<file path="src/rtl/regfile_bist_pkg.sv">
// Shared types and per-element constant tables for the register-file March BIST.
package regfile_bist_pkg;

    // March elements in execution order; the numeric values are reported on first_fail_elem.
    typedef enum logic [2:0] {
        M0  = 3'd0,
        M1  = 3'd1,
        M2  = 3'd2,
        M3  = 3'd3,
        M4  = 3'd4,
        M5  = 3'd5,
        X0W = 3'd6,
        X0R = 3'd7
    } elem_t;

    typedef enum logic [1:0] {
        IDLE = 2'd0,
        RUN  = 2'd1,
        DONE = 2'd2
    } state_t;

    // Per-element tables, indexed by elem_t (bit n describes element n).
    // ELEM_DESC   : 1 = addresses walk downwards (DEPTH-1 .. 1)
    // ELEM_HAS_RD : element performs a read + compare
    // ELEM_HAS_WR : element performs a write
    // ELEM_RPOL   : expected read data is ~DB (else DB)
    // ELEM_WPOL   : write data is ~DB (else DB)
    localparam logic [7:0] ELEM_DESC   = 8'b0011_1000;
    localparam logic [7:0] ELEM_HAS_RD = 8'b1011_1110;
    localparam logic [7:0] ELEM_HAS_WR = 8'b0101_1111;
    localparam logic [7:0] ELEM_RPOL   = 8'b0001_0100;
    localparam logic [7:0] ELEM_WPOL   = 8'b0100_1010;

    // Element that follows e in the sequence.
    function automatic elem_t next_elem(elem_t e);
        return elem_t'(e + 3'd1);
    endfunction

endpackage

</file>
<file path="src/rtl/regfile_march_bist_if.sv">
// Register-file access bus between the BIST (master) and the register file (slave).
interface regfile_march_bist_if #(
    parameter int WIDTH = 32,
    parameter int ADDRW = 5
);
    logic             rf_we;
    logic [ADDRW-1:0] rf_waddr;
    logic [WIDTH-1:0] rf_wdata;
    logic [ADDRW-1:0] rf_raddr;
    logic [WIDTH-1:0] rf_rdata;

    modport master (
        output rf_we,
        output rf_waddr,
        output rf_wdata,
        output rf_raddr,
        input  rf_rdata
    );

    modport slave (
        input  rf_we,
        input  rf_waddr,
        input  rf_wdata,
        input  rf_raddr,
        output rf_rdata
    );
endinterface

</file>
<file path="src/rtl/regfile_march_bist.sv">
// March C- self-test controller for the register file: walks M0..M5 over
// addresses 1..DEPTH-1, then checks that x0 ignores writes and reads as zero.
// Counts mismatches and captures the first failing address/element/syndrome.
module regfile_march_bist
    import regfile_bist_pkg::*;
#(
    parameter int                 WIDTH      = 32,
    parameter int                 DEPTH      = 32,
    parameter int                 ADDRW      = $clog2(DEPTH),
    parameter logic [WIDTH-1:0]   BACKGROUND = '0,
    parameter int                 CNTW       = 8
) (
    input  logic                         clk,
    input  logic                         rst,
    input  logic                         start,
    output logic                         busy,
    output logic                         done,
    output logic                         pass,
    output logic [CNTW-1:0]              fail_count,
    output logic [ADDRW-1:0]             first_fail_addr,
    output logic [2:0]                   first_fail_elem,
    output logic [WIDTH-1:0]             first_fail_syn,
    regfile_march_bist_if.master         rf
);

    localparam logic [ADDRW-1:0] ADDR_LO = ADDRW'(1);
    localparam logic [ADDRW-1:0] ADDR_HI = ADDRW'(DEPTH - 1);

    state_t           state_q;
    elem_t            elem_q, elem_d;
    logic [ADDRW-1:0] addr_q, addr_d;
    logic             last_op;

    logic             busy_q, done_q;
    logic [CNTW-1:0]  fail_count_q;
    logic [ADDRW-1:0] ff_addr_q;
    logic [2:0]       ff_elem_q;
    logic [WIDTH-1:0] ff_syn_q;

    logic             rf_we_q, rf_we_d;
    logic [ADDRW-1:0] rf_waddr_q, rf_waddr_d;
    logic [WIDTH-1:0] rf_wdata_q, rf_wdata_d;
    logic [ADDRW-1:0] rf_raddr_q, rf_raddr_d;

    logic             accept;
    logic             op_valid;
    elem_t            op_elem;
    logic [ADDRW-1:0] op_addr;

    logic [WIDTH-1:0] expected;
    logic [WIDTH-1:0] syndrome;
    logic             mismatch;

    assign accept = (state_q != RUN) && start;

    // Sequencer: next (element, address) after the current op, and whether this is the last op.
    always_comb begin
        elem_d  = elem_q;
        addr_d  = addr_q;
        last_op = 1'b0;
        if (elem_q == X0R) begin
            last_op = 1'b1;
        end else if (elem_q == X0W) begin
            elem_d = X0R;
            addr_d = '0;
        end else if (ELEM_DESC[elem_q] ? (addr_q == ADDR_LO) : (addr_q == ADDR_HI)) begin
            elem_d = next_elem(elem_q);
            if (elem_d == X0W)
                addr_d = '0;
            else if (ELEM_DESC[elem_d])
                addr_d = ADDR_HI;
            else
                addr_d = ADDR_LO;
        end else begin
            addr_d = ELEM_DESC[elem_q] ? (addr_q - ADDRW'(1)) : (addr_q + ADDRW'(1));
        end
    end

    // Decode the op that occupies the next cycle into the bus values registered at this edge.
    always_comb begin
        op_valid = 1'b0;
        op_elem  = M0;
        op_addr  = ADDR_LO;
        if (accept) begin
            op_valid = 1'b1;
        end else if (state_q == RUN && !last_op) begin
            op_valid = 1'b1;
            op_elem  = elem_d;
            op_addr  = addr_d;
        end
        rf_we_d    = op_valid && ELEM_HAS_WR[op_elem];
        rf_waddr_d = rf_we_d ? op_addr : '0;
        rf_wdata_d = '0;
        if (rf_we_d)
            rf_wdata_d = ELEM_WPOL[op_elem] ? ~BACKGROUND : BACKGROUND;
        rf_raddr_d = (op_valid && ELEM_HAS_RD[op_elem]) ? op_addr : '0;
    end

    // Compare the read port against the element's expected value (x0 must always read zero).
    always_comb begin
        if (elem_q == X0R)
            expected = '0;
        else
            expected = ELEM_RPOL[elem_q] ? ~BACKGROUND : BACKGROUND;
        syndrome = rf.rf_rdata ^ expected;
        mismatch = (state_q == RUN) && ELEM_HAS_RD[elem_q] && (syndrome != '0);
    end

    // Controller FSM with registered bus outputs, status and failure capture.
    always_ff @(posedge clk or posedge rst) begin
        if (rst) begin
            state_q      <= IDLE;
            elem_q       <= M0;
            addr_q       <= '0;
            busy_q       <= 1'b0;
            done_q       <= 1'b0;
            fail_count_q <= '0;
            ff_addr_q    <= '0;
            ff_elem_q    <= '0;
            ff_syn_q     <= '0;
            rf_we_q      <= 1'b0;
            rf_waddr_q   <= '0;
            rf_wdata_q   <= '0;
            rf_raddr_q   <= '0;
        end else begin
            rf_we_q    <= rf_we_d;
            rf_waddr_q <= rf_waddr_d;
            rf_wdata_q <= rf_wdata_d;
            rf_raddr_q <= rf_raddr_d;
            case (state_q)
                IDLE, DONE: begin
                    if (start) begin
                        state_q      <= RUN;
                        elem_q       <= M0;
                        addr_q       <= ADDR_LO;
                        busy_q       <= 1'b1;
                        done_q       <= 1'b0;
                        fail_count_q <= '0;
                        ff_addr_q    <= '0;
                        ff_elem_q    <= '0;
                        ff_syn_q     <= '0;
                    end
                end
                RUN: begin
                    if (mismatch) begin
                        if (fail_count_q != '1)
                            fail_count_q <= fail_count_q + CNTW'(1);
                        if (fail_count_q == '0) begin
                            ff_addr_q <= addr_q;
                            ff_elem_q <= elem_q;
                            ff_syn_q  <= syndrome;
                        end
                    end
                    if (last_op) begin
                        state_q <= DONE;
                        busy_q  <= 1'b0;
                        done_q  <= 1'b1;
                    end else begin
                        elem_q <= elem_d;
                        addr_q <= addr_d;
                    end
                end
                default: state_q <= IDLE;
            endcase
        end
    end

    assign busy            = busy_q;
    assign done            = done_q;
    assign pass            = done_q && (fail_count_q == '0);
    assign fail_count      = fail_count_q;
    assign first_fail_addr = ff_addr_q;
    assign first_fail_elem = ff_elem_q;
    assign first_fail_syn  = ff_syn_q;

    assign rf.rf_we    = rf_we_q;
    assign rf.rf_waddr = rf_waddr_q;
    assign rf.rf_wdata = rf_wdata_q;
    assign rf.rf_raddr = rf_raddr_q;

endmodule

</file>
<file path="src/flat_wrapper.sv">
// flat-port wrapper written by rule: the top's interface ports become plain ports
module regfile_march_bist_flat import regfile_bist_pkg::*;
#(
    parameter int                 WIDTH      = 32,
    parameter int                 DEPTH      = 32,
    parameter int                 ADDRW      = $clog2(DEPTH),
    parameter logic [WIDTH-1:0]   BACKGROUND = '0,
    parameter int                 CNTW       = 8
)
  (clk, rst, start, busy, done, pass, fail_count, first_fail_addr, first_fail_elem, first_fail_syn, rf_rf_we, rf_rf_waddr, rf_rf_wdata, rf_rf_raddr, rf_rf_rdata);
  regfile_march_bist_if #(.WIDTH(WIDTH), .ADDRW(ADDRW)) rf_i ();
  input  logic clk;
  input  logic rst;
  input  logic start;
  output logic busy;
  output logic done;
  output logic pass;
  output logic [CNTW-1:0] fail_count;
  output logic [ADDRW-1:0] first_fail_addr;
  output logic [2:0] first_fail_elem;
  output logic [WIDTH-1:0] first_fail_syn;
  output wire logic [$bits(rf_i.rf_we)-1:0] rf_rf_we;
  output wire logic [$bits(rf_i.rf_waddr)-1:0] rf_rf_waddr;
  output wire logic [$bits(rf_i.rf_wdata)-1:0] rf_rf_wdata;
  output wire logic [$bits(rf_i.rf_raddr)-1:0] rf_rf_raddr;
  input wire logic [$bits(rf_i.rf_rdata)-1:0] rf_rf_rdata;
  assign rf_rf_we = rf_i.rf_we;
  assign rf_rf_waddr = rf_i.rf_waddr;
  assign rf_rf_wdata = rf_i.rf_wdata;
  assign rf_rf_raddr = rf_i.rf_raddr;
  assign rf_i.rf_rdata = rf_rf_rdata;
  regfile_march_bist #(.WIDTH(WIDTH), .DEPTH(DEPTH), .ADDRW(ADDRW), .BACKGROUND(BACKGROUND), .CNTW(CNTW)) u_core (.clk(clk), .rst(rst), .start(start), .busy(busy), .done(done), .pass(pass), .fail_count(fail_count), .first_fail_addr(first_fail_addr), .first_fail_elem(first_fail_elem), .first_fail_syn(first_fail_syn), .rf(rf_i));
endmodule
</file>
<file path="config.mk">
export PLATFORM = sky130hd
export DESIGN_NAME = regfile_march_bist_flat
export DESIGN_NICKNAME = d
export VERILOG_FILES = /design/src/rtl/regfile_bist_pkg.sv /design/src/rtl/regfile_march_bist_if.sv /design/src/rtl/regfile_march_bist.sv /design/src/flat_wrapper.sv
export SDC_FILE = /design/constraint.sdc
export NUM_CORES = 1
export LEC_CHECK = 0
export ABC_AREA = 0
export ABC_CLOCK_PERIOD_IN_PS = 2580
export BUFFER_PORTS_ARGS = -buffer_cell sky130_fd_sc_hd__buf_2
export CORE_ASPECT_RATIO = 2
export CORE_MARGIN = 2
export CORE_UTILIZATION = 29
export CTS_CLUSTER_SIZE = 20
export DETAILED_ROUTE_END_ITERATION = 8
export MAX_ROUTING_LAYER = met4
export SLEW_MARGIN = 20
export SYNTH_ARGS = -nofsm -noshare
export SYNTH_HDL_FRONTEND = slang
export SYNTH_SLANG_ARGS = --single-unit
</file>
<file path="constraint.sdc">
create_clock -name clk -period 2.58 [get_ports clk]
set_input_delay 0.387 -clock clk [delete_from_list [all_inputs] [get_ports clk]]
set_output_delay 0.387 -clock clk [all_outputs]
set_load 0.005 [all_outputs]
</file>
==> summary.md, run 1 <==
| Metric | Value |
|---|---|
| Synth Cell Area | `4070 um^2` |
| Final Non-Filler Cells | `724` |
| Die area | `15,000 um^2` |
| Drt drc | `0` |
| Fmax | `401 MHz` |
| First-pass GRT wire length | `17.0 mm` |
| Post-DRT Antenna Nets | `0` |
| PwrDens | `1310 nW/um^2` |
| Initial antenna violation count | `0` |
| Crit start category | `register` |
| Final core utilization | `37.2%` |
| DP Worst Slack | `0.0887 ns` |
| Worst hold-check path type | `in -> async` |
| DRT Wirelength | `11.2 mm` |
| Final hold violation count | `0` |
| H-Tree Level Count | `3` |
| Yosys top cell area share | `44.3%` |
| Initial DRC count | `150` |
| #FFs+latches synth | `72` |
| Critical Path RT | `2.84 ns` |
| Final period util | `96.7%` |
| First-pass DRT Iterations | `4` |
| Nets@finish | `576` |
| Number of synthesized flops with an enable pin | `0` |
| Fin worst setup slack | `0.0840 ns` |
| Post-synth top cells | `dfrtp_1, nand3_1, xnor2_1, buf_4, o21ai_0` |
| Clk sink count | `72` |
| Placed Cells | `704` |
| Yosys top cell by area | `dfrtp_1` |
| Mapped Cells | `425` |
| Cts bufs inserted | `9` |
| Clock root buffer | `clkbuf_16` |
| Wire length per cell | `15.5 um` |
| Die H | `171 um` |
| Area Growth Syn to Fin | `26.4%` |
| Via count | `3,615` |
| GRT overflow | `0` |
| Main synth FF type | `dfrtp_1` |
| Vias per std cell | `4.99` |
| Max-slew violation count | `0` |
| Diodes inserted | `0` |
| Vias in the first global route | `3,428` |
| Synth Warn # | `0` |
| Initial Util | `29.4%` |
| Critical Path AT | `2.75 ns` |
| Synth cell types | `58` |
| RSZ-0062 raised after global routing | `false` |
| Buffers on Ports | `128` |
| Setup violations, final | `0` |
| Worst rel slew slack | `56.7%` |
| Clk Latency, worst-skew pair | `0.34 ns` |
| Top cells by area, synth | `dfrtp_1, xnor2_1, nand3_1` |
| Total track usage | `15.3%` |
| Layout cells sized above 1 | `33.6%` |
| CP Max Fanout | `6` |
| Fill cells | `1,437` |
| Syn_nets | `471` |
| CP Capture Type | `register` |
| Status | `completed` |
| Die width | `87.7 um` |
| Worst-margin pin slew | `0.642 ns` |
| CTS max path bufs | `2` |
| Gpl congestion | `0.896` |
| Clock period minus worst slack | `2.50 ns` |
| Clk slew on worst S/H paths | `0.06 ns` |
| I/O pin count | `129` |
| Max Cap Viol | `0` |
| Peak VDD IR | `482 uV` |
| DPL Wire Length | `8.47 mm` |
| Clk_skew | `0.0105 ns` |
| Kind of critical path | `reg -> reg` |
| Row cnt | `61` |
| FF/Latch Area | `1800 um^2` |
| Floorplan core area | `13,800 um^2` |
| CTS tree | `built` |
| Multi-input gate area | `1880 um^2` |
| Setup TNS | `0 ns` |
| Pin count of the biggest net entering global routing | `53` |
| Count leader, synth | `dfrtp_1` |
| Total power | `6.75 mW` |
| Post-synthesis async set-or-reset flop share | `100%` |
| Syn Area/Cell | `9.57 um^2` |
| Leakage | `2.39 nW` |
| Register area share after synthesis | `44.3%` |
logic make-up (layout without fill, tap and decap cells):
kind of cell	Yosys count	count (layout)	synth area share [%]
AOI/OAI and AO/OA	89	89	13.4
xor gates and xnor gates	35	35	7.54
adders and majority gates	11	11	3.39
buffers and inverters	66	176	9.88
DFF	72	72	44.3
muxes	4	4	1.02
and+or+nand+nor	148	148	20.5
timing repair:
| item | 4_1_cts | 5_1_grt |
|---|---|---|
| setup endpoints to repair | 0 | 21 |
| gates resized for setup | 0 | 6 |
| hold buffers | 0 | 0 |
| hold endpoints to repair | 0 | 0 |
| buffers inserted | 0 | 3 |
power breakdown:
| group | switching (mW) | internal (mW) | total [mW] |
|---|---|---|---|
| Sequential | 0.407 | 1.60 | 2.01 |
| Combinational | 1.82 | 1.49 | 3.31 |
| Clock | 0.491 | 0.946 | 1.44 |
critical path, cell delays in order, from the launching register on:
cell,delay (ns)
dfrtp_1,0.49
ha_1,0.22
and3_1,0.17
ha_1,0.28
nand3_1,0.16
nand2_1,0.20
mux2_2,0.40
or3b_1,0.35
a21oi_1,0.13
cell usage in the layout (no fill, tap or decap), types with 2 or more instances in the layout:
master and n:
a21oi_1 10, or4b_4 2, buf_4 15, clkinv_4 2, bufinv_16 3, buf_2 128, and4_1 2, buf_12 2
nor2_1 16, ha_1 11, a31oi_1 3, and2_1 3, nor2b_1 4, nand2b_1 4, mux2i_1 3, nand2_1 16
xnor2_1 34, a41oi_1 2, nor3_1 7, o21ai_1 22, inv_1 13, and3_1 2, nor4_1 10, nand3_1 57
nand4_1 11, clkbuf_16 10, dfrtp_1 71, o311a_1 2, o21ai_0 31, a211oi_1 2
routing by layer:
layer	up-vias	routed length, um	GRT usage (%)
li1	1702	-	-
met5	-	0	-
met4	0	562	10.7
met1	1725	3970	14.8
met2	157	6160	26.7
met3	31	507	2.54
registers in the layout, indices dropped and copies added (netlist names), 2 cells and up:
signal / count
u_core.first_fail_elem: 3
u_core.state_q: 2
u_core.first_fail_addr: 5
u_core.first_fail_syn: 32
u_core.rf.rf_raddr: 5
u_core.elem_q: 3
u_core.addr_q: 5
u_core.fail_count: 8
u_core.rf.rf_waddr: 5
worst paths after layout:
check                      cells after the start  slack, ns                                   from                                    end
max in group asynchronous                      3       1.92                                    rst           u_core.addr_q[4]$_DFFE_PP0P_
min in group clk                               2       0.32                                  start                u_core.done$_DFFE_PP0P_
hold / removal                                 2       0.04                                    rst  u_core.first_fail_syn[22]$_DFFE_PP0P_
setup reg to reg                               8       0.08           u_core.addr_q[0]$_DFFE_PP0P_       u_core.rf.rf_wdata[30]$_DFF_PP0_
hold reg to reg                                2       0.50  u_core.first_fail_syn[12]$_DFFE_PP0P_  u_core.first_fail_syn[12]$_DFFE_PP0P_
setup / recovery                               8       0.08           u_core.addr_q[0]$_DFFE_PP0P_       u_core.rf.rf_wdata[30]$_DFF_PP0_
per-stage QoR:
| stage | hold slack [ns] | cell area (um^2) |
|---|---|---|
| floorplan | 0.485 | 4070 |
| detailed placement | 0.398 | 4730 |
| CTS | 0.0355 | 5070 |
| global route | 0.0585 | 5140 |
| finish | 0.0352 | 5140 |
| global placement | 0.394 | 4730 |
final cells by class:
class                           instances  area share, %
Timing Repair Buffer                  146           15.9
Inverter                               14           1.02
Clock buffer                            9           4.38
Clock inverter                          7           2.34
Sequential cell                        72           35.1
Tap cell                              189           4.60
Multi-Input combinational cell        287           36.6
Power figures use the tool's default switching activity.
==> run 2, diff against run 1 <==
--- a/config.mk
+++ b/config.mk
@@ -10,10 +10,11 @@
 export BUFFER_PORTS_ARGS = -buffer_cell sky130_fd_sc_hd__buf_2
 export CORE_ASPECT_RATIO = 2
 export CORE_MARGIN = 2
-export CORE_UTILIZATION = 29
+export CORE_UTILIZATION = 40
 export CTS_CLUSTER_SIZE = 20
 export DETAILED_ROUTE_END_ITERATION = 8
 export MAX_ROUTING_LAYER = met4
+export PLACE_DENSITY = 0.65
 export SLEW_MARGIN = 20
 export SYNTH_ARGS = -nofsm -noshare
 export SYNTH_HDL_FRONTEND = slang
==> summary.md, run 2 (synthesis results as in run 1) <==
| Metric | Value |
|---|---|
| Status | `completed` |
| H-Tree Level Count | `3` |
| DRT Wirelength | `10.8 mm` |
| First-pass DRT Iterations | `4` |
| PwrDens | `1270 nW/um^2` |
| Layout cells sized above 1 | `33.4%` |
| Final hold violation count | `0` |
| Critical Path RT | `2.82 ns` |
| Setup violations, final | `0` |
| FF/Latch Area | `1800 um^2` |
| Total track usage | `21.3%` |
| Multi-input gate area | `1870 um^2` |
| GRT overflow | `0` |
| Setup TNS | `0 ns` |
| Diodes inserted | `0` |
| Max-slew violation count | `0` |
| Kind of critical path | `reg -> reg` |
| First-pass GRT wire length | `17.4 mm` |
| Worst rel slew slack | `47.5%` |
| Vias per std cell | `5.33` |
| Initial antenna violation count | `0` |
| CP Max Fanout | `10` |
| Die width | `75.3 um` |
| Final core utilization | `49.9%` |
| Gpl congestion | `0.886` |
| Wire length per cell | `16.1 um` |
| Post-CTS Setup Bufs | `0` |
| Total power | `6.38 mW` |
| Max Cap Viol | `0` |
| Fmax | `402 MHz` |
| Worst hold-check path type | `in -> async` |
| RSZ-0062 raised after global routing | `false` |
| I/O pin count | `129` |
| Critical Path AT | `2.73 ns` |
| Clk sink count | `72` |
| Worst-margin pin slew | `0.778 ns` |
| Nets@finish | `577` |
| Row cnt | `52` |
| Clk_skew | `0.00874 ns` |
| Fin worst setup slack | `0.0908 ns` |
| Pin count of the biggest net entering global routing | `55` |
| Die H | `147 um` |
| Most common cell after layout, fill and taps aside | `buf_2` |
| Clock period minus worst slack | `2.49 ns` |
| DPL Wire Length | `8.45 mm` |
| Floorplan core area | `10,000 um^2` |
| Clock root buffer | `clkbuf_16` |
| Cts bufs inserted | `9` |
| Peak VDD IR | `625 uV` |
| Most frequent cells in the layout | `buf_2, dfrtp_1, nand3_1` |
| Vias in the first global route | `3,585` |
| Area Growth Syn to Fin | `23.1%` |
| Post-DRT Antenna Nets | `0` |
| Drt drc | `0` |
| Buffers on Ports | `128` |
| CTS max path bufs | `2` |
| Fill cells | `1,000` |
| Via count | `3,574` |
| Clk Latency, worst-skew pair | `0.34 ns` |
| Clk slew on worst S/H paths | `0.05 ns` |
| Leakage | `2.37 nW` |
| DP Worst Slack | `0.125 ns` |
| Die area | `11,000 um^2` |
| CP Capture Type | `register` |
| CTS tree | `built` |
| Initial Util | `40.6%` |
| Final period util | `96.5%` |
| Number of flip-flops in the largest register | `32` |
| Initial DRC count | `171` |
| Crit start category | `register` |
[run 2: area by class of cell]
cell class	count	area share (%)
clock inverters	6	0.875
clock buffers	10	4.78
well taps	135	3.38
flip-flops and latches	72	36.0
repair buffers	147	16.4
inverters	14	1.05
multi-input cells	287	37.5
[run 2: worst max-delay path, stage by stage, from the launching register on]
cell and delay [ns]:
dfrtp_1 0.50, ha_1 0.27, ha_1 0.40, nor2_4 0.11, nor2_1 0.20, a2bb2oi_2 0.16, or4_1 0.52, a21oi_1 0.22
[run 2: power by group]
| group | internal [mW] | switching, mW | total, mW |
|---|---|---|---|
| clock network | 0.679 | 0.480 | 1.16 |
| registers | 1.60 | 0.380 | 1.98 |
| logic | 1.42 | 1.82 | 3.23 |
| total | 3.70 | 2.68 | 6.38 |
[run 2: final timing paths]
check                                                      start                                     to  slack [ns]  cells past startpoint
hold reg to reg            u_core.first_fail_addr[3]$_DFFE_PP0P_  u_core.first_fail_addr[3]$_DFFE_PP0P_        0.49                      2
min in group clk                                           start                u_core.done$_DFFE_PP0P_        0.30                      2
setup reg to reg                    u_core.elem_q[1]$_DFFE_PP0P_       u_core.fail_count[6]$_DFFE_PP0P_        0.09                      7
max in group asynchronous                                    rst           u_core.addr_q[1]$_DFFE_PP0P_        1.89                      3
hold / removal                                               rst  u_core.first_fail_syn[27]$_DFFE_PP0P_        0.07                      2
setup / recovery                    u_core.elem_q[1]$_DFFE_PP0P_       u_core.fail_count[6]$_DFFE_PP0P_        0.09                      7
[run 2: routing by layer]
layer  track usage, %  wire (um)  up-vias
met5                -          0        -
met4             11.1        408        0
met3             3.93        491       31
met2             38.4       6280      134
met1             20.2       3620     1702
li1                 -          -     1707
[run 2: timing repair]
action | in CTS | in global routing
resized for setup | 0 | 3
setup endpoints to repair | 0 | 7
hold buffers | 0 | 0
[run 2: per-stage QoR]
stage,std cells,hold WS [ns],cell area [um^2]
final,671,0.0666,5000
after global routing,671,0.0967,5000
after CTS,671,0.0701,4990
after detailed placement,655,0.433,4710
after global placement,655,0.427,4710
after floorplan,425,0.485,4070
==> run 3, diff against run 2 <==
==> constraint.sdc (replaced) <==
create_clock -name clk -period 2.58 [get_ports clk]
set_input_delay 0.258 -clock clk [delete_from_list [all_inputs] [get_ports clk]]
set_output_delay 0.258 -clock clk [all_outputs]
set_load 0.005 [all_outputs]
==> summary.md, run 3 (synthesis results as in run 1) <==
| Metric | Value |
|---|---|
| Total track usage | `21.1%` |
| CTS tree | `built` |
| Status | `finished with violations` |
| Post-DRT Antenna Nets | `0` |
| Gpl congestion | `0.966` |
| Area Growth Syn to Fin | `23.1%` |
| H-Tree Level Count | `3` |
| Initial Util | `40.6%` |
| Clock period minus worst slack | `2.44 ns` |
| Max Cap Viol | `0` |
| Pin count of the biggest net entering global routing | `33` |
| Crit. path cell count | `8` |
| Layout cells sized above 1 | `33.2%` |
| Worst-margin pin slew | `0.787 ns` |
| FF/Latch Area | `1800 um^2` |
| Post-CTS Setup Bufs | `0` |
| Violated checks | `negative hold slack` |
| Critical-path cell list | `inv_1 > ha_1 > and2_2 > a2111oi_2 > a21oi_1 > nand2_2 > or3b_1 > a21oi_1` |
| Cts bufs inserted | `9` |
| RSZ-0062 raised after global routing | `true` |
| Clk slew on worst S/H paths | `0.06 ns` |
| Row cnt | `52` |
| Max-slew violation count | `0` |
| Leakage | `2.37 nW` |
| Vias per std cell | `5.28` |
| Number of flip-flops in the largest register | `32` |
| Critical path buffers and inverters | `1` |
| Top delay family on crit path | `simple AND/OR/NAND/NOR gates` |
| PwrDens | `1290 nW/um^2` |
| Floorplan core area | `10,000 um^2` |
| Via count | `3,525` |
| Initial DRC count | `169` |
| Critical Path RT | `2.84 ns` |
| DRT Wirelength | `10.7 mm` |
| Fmax | `410 MHz` |
| GRT overflow | `0` |
| Most common cell after layout, fill and taps aside | `buf_2` |
| Post-DP Area | `4670 um^2` |
| Diodes inserted | `0` |
| CP Capture Type | `register` |
| First-pass GRT wire length | `17.1 mm` |
| Clk sink count | `72` |
| CP max stage delay | `0.45 ns` |
| Vias in the first global route | `3,452` |
| Die area | `11,000 um^2` |
| CP Max Fanout | `7` |
| Top cell by count, worst path | `a21oi_1` |
| Design Area, Final | `5010 um^2` |
| Peak VDD IR | `604 uV` |
| Initial antenna violation count | `0` |
| Fill cells | `971` |
| CTS max path bufs | `2` |
| Setup violations, final | `0` |
| DPL Wire Length | `8.42 mm` |
| CP max-delay cell | `dfrtp_2` |
| DP Worst Slack | `-0.157 ns` |
| I/O pin count | `129` |
| Final period util | `94.6%` |
| Die width | `75.3 um` |
| Clk_skew | `0.00761 ns` |
| Setup TNS | `0 ns` |
| First-pass DRT Iterations | `4` |
| Most frequent cells in the layout | `buf_2, dfrtp_1, nand3_1` |
| Worst rel slew slack | `46.9%` |
| Worst hold-check path type | `in -> async` |
| WHS | `-0.0101 ns` |
| Fin worst setup slack | `0.139 ns` |
| Nets@finish | `575` |
| Clk Latency, worst-skew pair | `0.34 ns` |
| Drt drc | `0` |
| Buffers on Ports | `128` |
| Final hold violation count | `20` |
| Multi-input gate area | `1880 um^2` |
| Critical Path AT | `2.70 ns` |
| Kind of critical path | `reg -> reg` |
| Crit start category | `register` |
| Hold-fix buffers, CTS | `0` |
| Wire length per cell | `16.1 um` |
| Clock root buffer | `clkbuf_16` |
| Die H | `147 um` |
| Reg2Reg Depth | `8` |
==> run 3: changes by cell type in the layout (fill, tap and decap cells not counted), sizes merged <==
| cell | delta |
|---|---|
| buf | -2 |
| clkinv | -2 |
| bufinv | +2 |
| inv | -1 |
==> run 3: stage by stage <==
step / std cells / power (mW) / utilization [%]
floorplan: 425 / 4.26 / -
global placement: 653 / 5.10 / 46.6
detailed placement: 653 / 5.17 / 46.6
CTS: 668 / 6.52 / 49.8
global route: 668 / 7.03 / 50.0
finish: 668 / 6.48 / 50.0
==> run 3: timing repair <==
item,CTS,global route
pin swaps,0,0
endpoints found under the setup margin,7,42
endpoints found under the hold margin,0,0
gates resized for setup,2,4
==> run 3: report_power, final <==
group          leakage (nW)  switching (mW)  internal (mW)  total, mW
Combinational          1.30            1.79           1.39       3.18
Clock                 0.155           0.458          0.866       1.32
Sequential            0.912           0.371           1.60       1.98
Total                  2.37            2.62           3.86       6.48
==> run 3: layout make-up <==
class	instances	area share (%)
Tap cell	135	3.37
Inverter	14	1.05
Timing Repair Buffer	145	15.7
Multi-Input combinational cell	287	37.5
Clock inverter	5	1.62
Sequential cell	72	36.0
Clock buffer	10	4.77
==> run 3: worst paths after layout <==
| check | start | end | slack (ns) |
|---|---|---|---|
| max | u_core.elem_q[0]$_DFFE_PP0P_ | u_core.rf.rf_wdata[30]$_DFF_PP0_ | 0.14 |
| min | rst | u_core.first_fail_syn[20]$_DFFE_PP0P_ | -0.01 |
| max reg2reg | u_core.elem_q[0]$_DFFE_PP0P_ | u_core.rf.rf_wdata[30]$_DFF_PP0_ | 0.14 |
| min reg2reg | u_core.first_fail_addr[4]$_DFFE_PP0P_ | u_core.first_fail_addr[4]$_DFFE_PP0P_ | 0.49 |
| max in group asynchronous | rst | u_core.fail_count[6]$_DFFE_PP0P_ | 1.95 |
| min in group clk | start | u_core.done$_DFFE_PP0P_ | 0.19 |
==> run 3: routing by layer <==
metal	routed length (um)	part of all wire, %	GRT usage [%]	up-vias
met5	0	0	-	-
met4	652	6.1	13.9	0
met3	461	4.3	3.17	42
met2	6080	57	37.5	140
met1	3560	33	19.6	1650
li1	-	-	-	1693
